<file path="config.mk">
export PLATFORM = sky130hd
export DESIGN_NAME = dram_access_sequencer
export DESIGN_NICKNAME = d
export VERILOG_FILES = /design/src/rtl/seq_pkg.sv /design/src/rtl/tx_byte_pump.sv /design/src/rtl/dram_access_sequencer.sv
export SDC_FILE = /design/constraint.sdc
export NUM_CORES = 1
export LEC_CHECK = 0
export CAP_MARGIN = 20
export CORE_MARGIN = 3
export CORE_UTILIZATION = 47
export CTS_CLUSTER_SIZE = 8
export DETAILED_ROUTE_END_ITERATION = 8
export HOLD_SLACK_MARGIN = 0.08
export PLACE_DENSITY = 0.81
export SYNTH_ARGS = -nofsm -noshare
export SYNTH_HDL_FRONTEND = slang
export SYNTH_SLANG_ARGS = --single-unit
</file>
<file path="constraint.sdc">
create_clock -name clk_in -period 2 [get_ports clk_in]
set_clock_uncertainty 0.05 [all_clocks]
set_input_delay 0.4 -clock clk_in [delete_from_list [all_inputs] [get_ports clk_in]]
set_output_delay 0.4 -clock clk_in [all_outputs]
set_load 0.02 [all_outputs]
</file>
<file path="src/rtl/seq_pkg.sv">
// Shared state encoding and default geometry for the DRAM access sequencer.
package seq_pkg;

  localparam int DEF_ADDR_W   = 16;
  localparam int DEF_DATA_W   = 8;
  localparam int DEF_RX_BYTES = 65536;
  localparam int DEF_TX_BYTES = 16384;

  // Codes are visible on the phase port, so the values are fixed.
  typedef enum logic [2:0] {
    ST_LOAD     = 3'd0,
    ST_RUN      = 3'd1,
    ST_TX_READ  = 3'd2,
    ST_TX_LATCH = 3'd3,
    ST_TX_SEND  = 3'd4,
    ST_DONE     = 3'd5
  } seq_state_t;

  function automatic logic is_tx_state(input seq_state_t s);
    return (s == ST_TX_READ) || (s == ST_TX_LATCH) || (s == ST_TX_SEND);
  endfunction

endpackage

</file>
<file path="src/rtl/tx_byte_pump.sv">
// Read-latch-send byte pump: walks TX_BYTES bytes from TX_BASE out to the transmitter.
module tx_byte_pump
  import seq_pkg::*;
#(
  parameter int ADDR_W   = DEF_ADDR_W,
  parameter int DATA_W   = DEF_DATA_W,
  parameter int TX_BASE  = 0,
  parameter int TX_BYTES = DEF_TX_BYTES
) (
  input  logic              clk_in,
  input  logic              clear,
  input  seq_state_t        state,
  input  logic              tx_ready,
  input  logic              cnt_clr,
  input  logic [DATA_W-1:0] dram_q,
  output logic [ADDR_W-1:0] tx_addr,
  output seq_state_t        pump_next,
  output logic              tx_start,
  output logic [DATA_W-1:0] tx_data
);

  localparam logic [ADDR_W-1:0] TX_BASE_A = ADDR_W'(TX_BASE);
  localparam logic [ADDR_W-1:0] TX_LAST   = ADDR_W'(TX_BYTES - 1);

  logic [ADDR_W-1:0] tx_cnt;

  assign tx_addr = TX_BASE_A + tx_cnt;

  // tx_start is decoded from TX_SEND, which is left on the same edge, so it cannot repeat.
  always_comb begin
    pump_next = state;
    tx_start  = 1'b0;
    case (state)
      ST_TX_READ:  pump_next = ST_TX_LATCH;
      ST_TX_LATCH: pump_next = ST_TX_SEND;
      ST_TX_SEND: begin
        if (tx_ready) begin
          tx_start  = 1'b1;
          pump_next = (tx_cnt == TX_LAST) ? ST_DONE : ST_TX_READ;
        end
      end
      default: pump_next = state;
    endcase
  end

  always_ff @(posedge clk_in or posedge clear) begin
    if (clear) begin
      tx_cnt  <= '0;
      tx_data <= '0;
    end else begin
      if (cnt_clr) begin
        tx_cnt <= '0;
      end else if (tx_start) begin
        tx_cnt <= tx_cnt + ADDR_W'(1);
      end
      // dram_q reflects the TX_READ address during TX_LATCH.
      if (state == ST_TX_LATCH) begin
        tx_data <= dram_q;
      end
    end
  end

endmodule

</file>
<file path="src/rtl/dram_access_sequencer.sv">
// Frame sequencer: loads received bytes into DRAM, lets the processor run, then streams a result window out.
module dram_access_sequencer
  import seq_pkg::*;
#(
  parameter int ADDR_W   = DEF_ADDR_W,
  parameter int DATA_W   = DEF_DATA_W,
  parameter int RX_BYTES = DEF_RX_BYTES,
  parameter int TX_BASE  = 0,
  parameter int TX_BYTES = DEF_TX_BYTES
) (
  input  logic              clk_in,
  input  logic              clear,
  input  logic              rx_valid,
  input  logic [DATA_W-1:0] rx_data,
  input  logic              proc_req,
  input  logic              proc_we,
  input  logic [ADDR_W-1:0] proc_addr,
  input  logic [DATA_W-1:0] proc_wdata,
  input  logic              proc_done,
  output logic              proc_gnt,
  output logic              proc_rvalid,
  output logic [DATA_W-1:0] proc_rdata,
  output logic              enable_processor,
  input  logic              tx_ready,
  output logic              tx_start,
  output logic [DATA_W-1:0] tx_data,
  output logic [ADDR_W-1:0] dram_addr,
  output logic [DATA_W-1:0] dram_wdata,
  output logic              dram_wren,
  input  logic [DATA_W-1:0] dram_q,
  output logic [2:0]        phase,
  output logic              frame_done,
  output logic              overrun
);

  localparam logic [ADDR_W-1:0] RX_LAST = ADDR_W'(RX_BYTES - 1);

  seq_state_t        state_q, state_d, pump_next;
  logic [ADDR_W-1:0] rx_ptr, tx_addr;
  logic [ADDR_W-1:0] addr_c;
  logic [DATA_W-1:0] wdata_c;
  logic              wr_c;
  logic              cnt_clr;
  logic              rx_drop;

  tx_byte_pump #(
    .ADDR_W  (ADDR_W),
    .DATA_W  (DATA_W),
    .TX_BASE (TX_BASE),
    .TX_BYTES(TX_BYTES)
  ) u_pump (
    .clk_in   (clk_in),
    .clear    (clear),
    .state    (state_q),
    .tx_ready (tx_ready),
    .cnt_clr  (cnt_clr),
    .dram_q   (dram_q),
    .tx_addr  (tx_addr),
    .pump_next(pump_next),
    .tx_start (tx_start),
    .tx_data  (tx_data)
  );

  always_comb begin
    state_d          = state_q;
    addr_c           = '0;
    wdata_c          = '0;
    wr_c             = 1'b0;
    proc_gnt         = 1'b0;
    enable_processor = 1'b0;
    case (state_q)
      ST_LOAD: begin
        addr_c = rx_ptr;
        if (rx_valid) begin
          wr_c    = 1'b1;
          wdata_c = rx_data;
          if (rx_ptr == RX_LAST) state_d = ST_RUN;
        end
      end
      ST_RUN: begin
        enable_processor = 1'b1;
        proc_gnt         = proc_req;
        addr_c           = proc_addr;
        wr_c             = proc_req & proc_we;
        wdata_c          = proc_wdata;
        if (proc_done) state_d = ST_TX_READ;
      end
      ST_TX_READ, ST_TX_LATCH, ST_TX_SEND: begin
        addr_c  = tx_addr;
        state_d = pump_next;
      end
      ST_DONE: begin
        // A new frame restarts at address 0; this byte is its first.
        if (rx_valid) begin
          wr_c    = 1'b1;
          wdata_c = rx_data;
          state_d = ST_LOAD;
        end
      end
      default: state_d = ST_LOAD;
    endcase
  end

  // Held-off while clear is high so an abandoned frame never reaches the DRAM.
  assign dram_wren  = wr_c & ~clear;
  assign dram_wdata = dram_wren ? wdata_c : '0;
  assign dram_addr  = addr_c;

  assign cnt_clr    = (state_q == ST_DONE) && rx_valid;
  assign rx_drop    = rx_valid && ((state_q == ST_RUN) || is_tx_state(state_q));
  assign proc_rdata = proc_rvalid ? dram_q : '0;
  assign phase      = state_q;
  assign frame_done = (state_q == ST_DONE);

  always_ff @(posedge clk_in or posedge clear) begin
    if (clear) begin
      state_q     <= ST_LOAD;
      rx_ptr      <= '0;
      overrun     <= 1'b0;
      proc_rvalid <= 1'b0;
    end else begin
      state_q     <= state_d;
      proc_rvalid <= (state_q == ST_RUN) && proc_req && !proc_we;
      if (rx_drop) overrun <= 1'b1;
      if ((state_q == ST_LOAD) && rx_valid) begin
        rx_ptr <= (rx_ptr == RX_LAST) ? '0 : rx_ptr + ADDR_W'(1);
      end else if (cnt_clr) begin
        rx_ptr <= ADDR_W'(1);
      end
    end
  end

endmodule

</file>
== Word level (Yosys, flattened, before mapping) ==
Cells that the tools add are included.

* Add/subtract/negate cells: 2
* Equality and inequality tests: 13
* Multiplexer cells: 24
* Bitwise gates (word level): 3
* Reduce and logical (&&, ||, !) cells: 15

{| class="wikitable"
|+ Operator list
! kind !! count
|-
| 2-to-1 mux 16 bit || 5
|-
| case mux 16 bit (3 select lines) || 1
|-
| adder 16 x 1 -> 16 bit, second input constant || 2
|-
| 2-to-1 mux 8 bit || 3
|-
| 2-to-1 mux 3 bit || 6
|-
| equality test 16 x 14 -> 1 bit, second input constant || 1
|-
| equality test 16 bit, second input constant || 1
|-
| case mux 8 bit (2 select lines) || 1
|-
| case mux 3 bit (4 select lines) || 1
|-
| case mux 3 bit (3 select lines) || 1
|-
| != test 2 bit, second input constant || 4
|-
| equality test 3 x 2 -> 1 bit, second input constant || 2
|-
| equality test 3 bit, second input constant || 2
|-
| AND reduction 6 bit || 1
|-
| logical AND 1 bit || 5
|-
| 2-to-1 mux 1 bit || 5
|-
| != test 4 bit, second input constant || 1
|-
| nonzero test 2 bit || 2
|-
| equality test 3 x 1 -> 1 bit, second input constant || 1
|-
| zero test 3 bit || 1
|-
| logical OR 1 bit || 3
|-
| != test 3 bit, second input constant || 1
|-
| OR reduction 3 bit || 1
|-
| AND 1 bit || 2
|-
| 4 further kinds || 4
|}

* Register bits after elaboration: 45
* Input bits: 47
* Output and inout bits: 50
* Logic and storage cells: 63

== Longest topological paths before layout ==
* Word-level depth: 5
* Depth in mapped cells: 6

== Modules after synthesis ==
Synthesis repeated with hierarchy kept, for this count alone.

* Cells, all modules: 370
* Area, all modules: 3,096.7 sq um

{| class="wikitable"
|+ By module, submodules not included
! module !! times used !! cells each !! area an instance (sq um) !! seq. area each (sq um)
|-
| dram_access_sequencer || 1 || 255 || 1,875.5 || 525.5
|-
| tx_byte_pump || 1 || 115 || 1,221.2 || 600.6
|}

== Worst setup path after synthesis ==
OpenSTA, ideal clock, no wires.

* Path kind: reg-to-output
* From: register state_q[2], in the netlist phase[2]
* To: output dram_addr[9]
* Data arrival time: 1.927 ns
* Required time: 1.550 ns
* Path slack: -0.377 ns
* Stages on the path, launching flop included: 7
* Path through: dfrtp_1 -> buf_2 -> buf_2 -> nor2b_1 -> buf_2 -> a21oi_1 -> o21ai_0

* Longest elaborated chain between the ends: 3
* Elaborated cells on any way between the ends: 7
* Those cells by class: eq/ne: 4; mux: 1; reduce/logical: 2

{| class="wikitable"
|+ Ends and longest elaborated chain
! element !! line !! RTL
|-
| start: declaration || dram_access_sequencer.sv:38 || <nowiki>seq_state_t state_q, state_d, pump_next;</nowiki>
|-
| start signal: assignment || dram_access_sequencer.sv:122 || <nowiki>state_q <= state_d;</nowiki>
|-
| equality test 3 x 2 -> 1 bit / equality test 3 bit (equally long branches) || dram_access_sequencer.sv:71 || <nowiki>case (state_q)</nowiki>
|-
| OR reduction 3 bit || dram_access_sequencer.sv:71 ||
|-
| case mux 16 bit (3 select lines) (*) || dram_access_sequencer.sv:71 ||
|-
| end: declaration || dram_access_sequencer.sv:27 || <nowiki>output logic [ADDR_W-1:0] dram_addr,</nowiki>
|}

Mark *: on every way between the ends. The rest lies on a longest branch, timed or not.

== Final worst setup path ==
* From: register state_q[0], in the netlist phase[0]
* To: output dram_addr[11]

Same word-level chain as after synthesis.

==> flow_summary.json <==
{
  "status": "finished with violations",
  "violations": "setup timing",
  "ir_drop_mv": 0.7643,
  "rrSetupSlack_ns": -0.23,
  "setup_slack_ns": -0.2635,
  "end_kind": "output pin",
  "synthTopCellsByArea": "dfrtp_1 (36%), mux2i_1 (5.5%), o21ai_0 (5.3%)",
  "cp_max_fo": 6,
  "fin_hold_ws_ns": 0.4621,
  "post_drt_wl_per_cell_um": 20.80,
  "yosys.area.top_type": "dfrtp_1",
  "die_x_um": 87.50,
  "place_ws_ns": -0.6577,
  "n_antenna_cell": 0,
  "rows": 29,
  "ys_seq_area_share_pct": 36.07,
  "setup_violations": 51,
  "drtPass1Iterations": 5,
  "period_share_pct": 113.2,
  "cts_buffer_depth": 2,
  "start_util_pct": 48.88,
  "synthArstFlopShare_pct": 100.0,
  "syn-num-nets": 420,
  "area_growth_pct": 71.62,
  "synth_seq_cells": 45,
  "worst_pin_slew_ns": 0.5758,
  "required_ns": 1.55,
  "drive_gt1_share_pct": 40.45,
  "yosys_warnings": 0,
  "cts_tree": "built",
  "h-tree-depth": 2,
  "syn_inst": 371,
  "insertion_delay_ns": 0.31,
  "grt_max_degree": 26,
  "cts_hold_buf": 0,
  "crit_start": "phase[0]",
  "wirelength_um": 12710,
  "crit_end": "dram_addr[11]",
  "drt-initial-drc-count": 368,
  "synth_area_sq_um": 3122,
  "grt_overflow_total": 0,
  "detail-route-antenna-nets": 0,
  "grt_pass1_wl_um": 17280,
  "worstSetupStartpointType": "flip-flop",
  "drv_slew": 0,
  "vias": 3893,
  "drv_cap": 0,
  "synth_top_area_share_pct": 36.07,
  "hold_viol_final": 0,
  "clk_pin_slew_ns": 0.10,
  "die_height_um": 87.50,
  "fin_nets": 582,
  "r2r_end": "rx_ptr[15]",
  "reg2reg_depth": 8,
  "synth_edf_count": 0,
  "track_usage_pct": 28.40,
  "relSlewSlack_pct": 61.26,
  "arrival_ns": 1.81,
  "cts-root-buf": "clkbuf_8",
  "power.leakage_nw": 2.285,
  "io_buffers": 96,
  "gp_congestion": 0.9361,
  "dieArea_sq_um": 7656,
  "grt_pass1_vias": 3538,
  "core_area_sq_um": 6386,
  "synthFlopType": "dfrtp_1",
  "synth.distinct_cells": 51,
  "drc": 0,
  "hp-class": "flip-flop to flip-flop",
  "critPathKind": "flip-flop to output pin",
  "cts.sinks": 45,
  "fmax_mhz": 441.8,
  "rsz0062_at_grt": "true",
  "r2r-start": "phase[0]",
  "avgSynthCellArea_sq_um": 8.414,
  "power_density_nw_per_um2": 1114,
  "ios": 97,
  "antenna_found_initial": 0,
  "via_per_inst": 6.372,
  "dp_hpwl_um": 7389,
  "cts_inserted_buffers": 5,
  "finalCriticalPeriod_ns": 2.264
}
-- through the flow --
| stage | power [mW] | setup TNS, ns | utilization (%) | area, sq um | std cells |
|---|---|---|---|---|---|
| global route | 6.189 | -10.87 | 83.90 | 5358 | 611 |
| global placement | 4.410 | -14.19 | 73.32 | 4682 | 577 |
| finish | 5.969 | -7.910 | 83.90 | 5358 | 611 |
| floorplan | 3.077 | 0 | - | 3271 | 371 |
| detailed placement | 4.475 | -15.17 | 73.32 | 4682 | 577 |
| CTS | 5.410 | -4.392 | 78.45 | 5010 | 596 |
-- kinds of logic (layout without fill, tap and decap cells) --
| kind of cell | Yosys count | count (layout) | share of synthesized area [%] |
|---|---|---|---|
| simple gates | 152 | 153 | 26.77 |
| compound gates | 100 | 100 | 19.80 |
| flops | 45 | 45 | 36.07 |
| buf+inv | 37 | 199 | 5.210 |
| mux | 26 | 26 | 8.818 |
| xor+xnor | 9 | 9 | 2.525 |
| fa+ha+maj | 2 | 2 | 0.8015 |
-- synthesized netlist by cell type (2+ instances only) --
cell type,n
a21oi_1,32
a22o_1,2
a22oi_1,8
and2_1,10
and3_1,4
and4_1,4
buf_2,12
clkbuf_1,11
dfrtp_1,45
ha_1,2
inv_1,11
mux2_2,8
mux2i_1,17
nand2_1,31
nand2b_1,2
nand3_1,14
nand4_1,14
nor2_1,35
nor2b_1,8
nor3_1,2
nor3b_1,2
nor4_1,4
o21ai_0,33
o31a_1,2
o31ai_1,11
or3_1,7
or4_1,9
xnor2_1,3
xor2_1,6
-- layout make-up --
cell class / instances / area [sq um]
multi-input combinational: 290 / 2240
timing repair buffer: 180 / 1758
tap: 77 / 96.34
inverter: 11 / 43.79
clock buffer: 8 / 90.09
fill: 335 / 1028
sequential: 45 / 1130
-- cells in the final DEF (no fill, tap or decap), types with 9 or more instances in the layout --
master           instances
a21oi_1                 19
a21oi_2                 13
and2_1                   9
buf_4                   70
buf_6                   32
clkdlybuf4s50_1         56
dfrtp_1                 42
dlygate4sd2_1            9
inv_1                   10
mux2i_1                 11
nand2_1                 28
nand3_1                 11
nand4_1                 14
nor2_1                  26
o21ai_0                 10
o21ai_1                 11
o21ai_2                 12
-- where the power goes --
part,leakage (nW),internal (mW),switching [mW]
clock,0.0455,0.283,0.347
combinational,1.65,1.98,2.04
sequential,0.586,1.09,0.223
total,2.29,3.36,2.61
-- metal layers --
layer	track usage (%)	part of all wire [%]	vias to the layer above
met5	0	0	-
li1	-	-	1690
met2	50.75	51	264
met3	3.879	7.4	60
met1	35.38	37	1879
met4	8.647	4.3	0
-- registers in the layout (all words and copies together), names as in the netlist --
signal	cells
rx_ptr	16
overrun	1
u_pump.tx_data	8
u_pump.tx_cnt	16
proc_rvalid	1
phase	3
-- worst min-delay path by stage --
stage | startpoint | end | slack [ns] | cells past startpoint
global route | u_pump.tx_data[0] | u_pump.tx_data[0] | 0.48 | 1
floorplan | proc_we | proc_rvalid | 0.42 | 1
detailed placement | u_pump.tx_data[0] | u_pump.tx_data[0] | 0.45 | 1
finish | u_pump.tx_data[0] | u_pump.tx_data[0] | 0.46 | 1
CTS | u_pump.tx_data[6] | u_pump.tx_data[6] | 0.46 | 1
global placement | overrun | overrun | 0.40 | 1
-- critical path, stage by stage, from the launching register on --
cell	delay, ns
dfrtp_2	0.50
buf_4	0.16
clkbuf_16	0.14
mux2i_4	0.26
nor2_1	0.06
a21oi_1	0.15
o21ai_2	0.08
buf_6	0.13
-- timing repair --
action                     4_1_cts  5_1_grt
gates resized for setup        199       63
pin swaps                       16       17
setup endpoints to repair       48       55
cloned                           1        3
buffers inserted                10       13
Power figures use the tool's default switching activity.
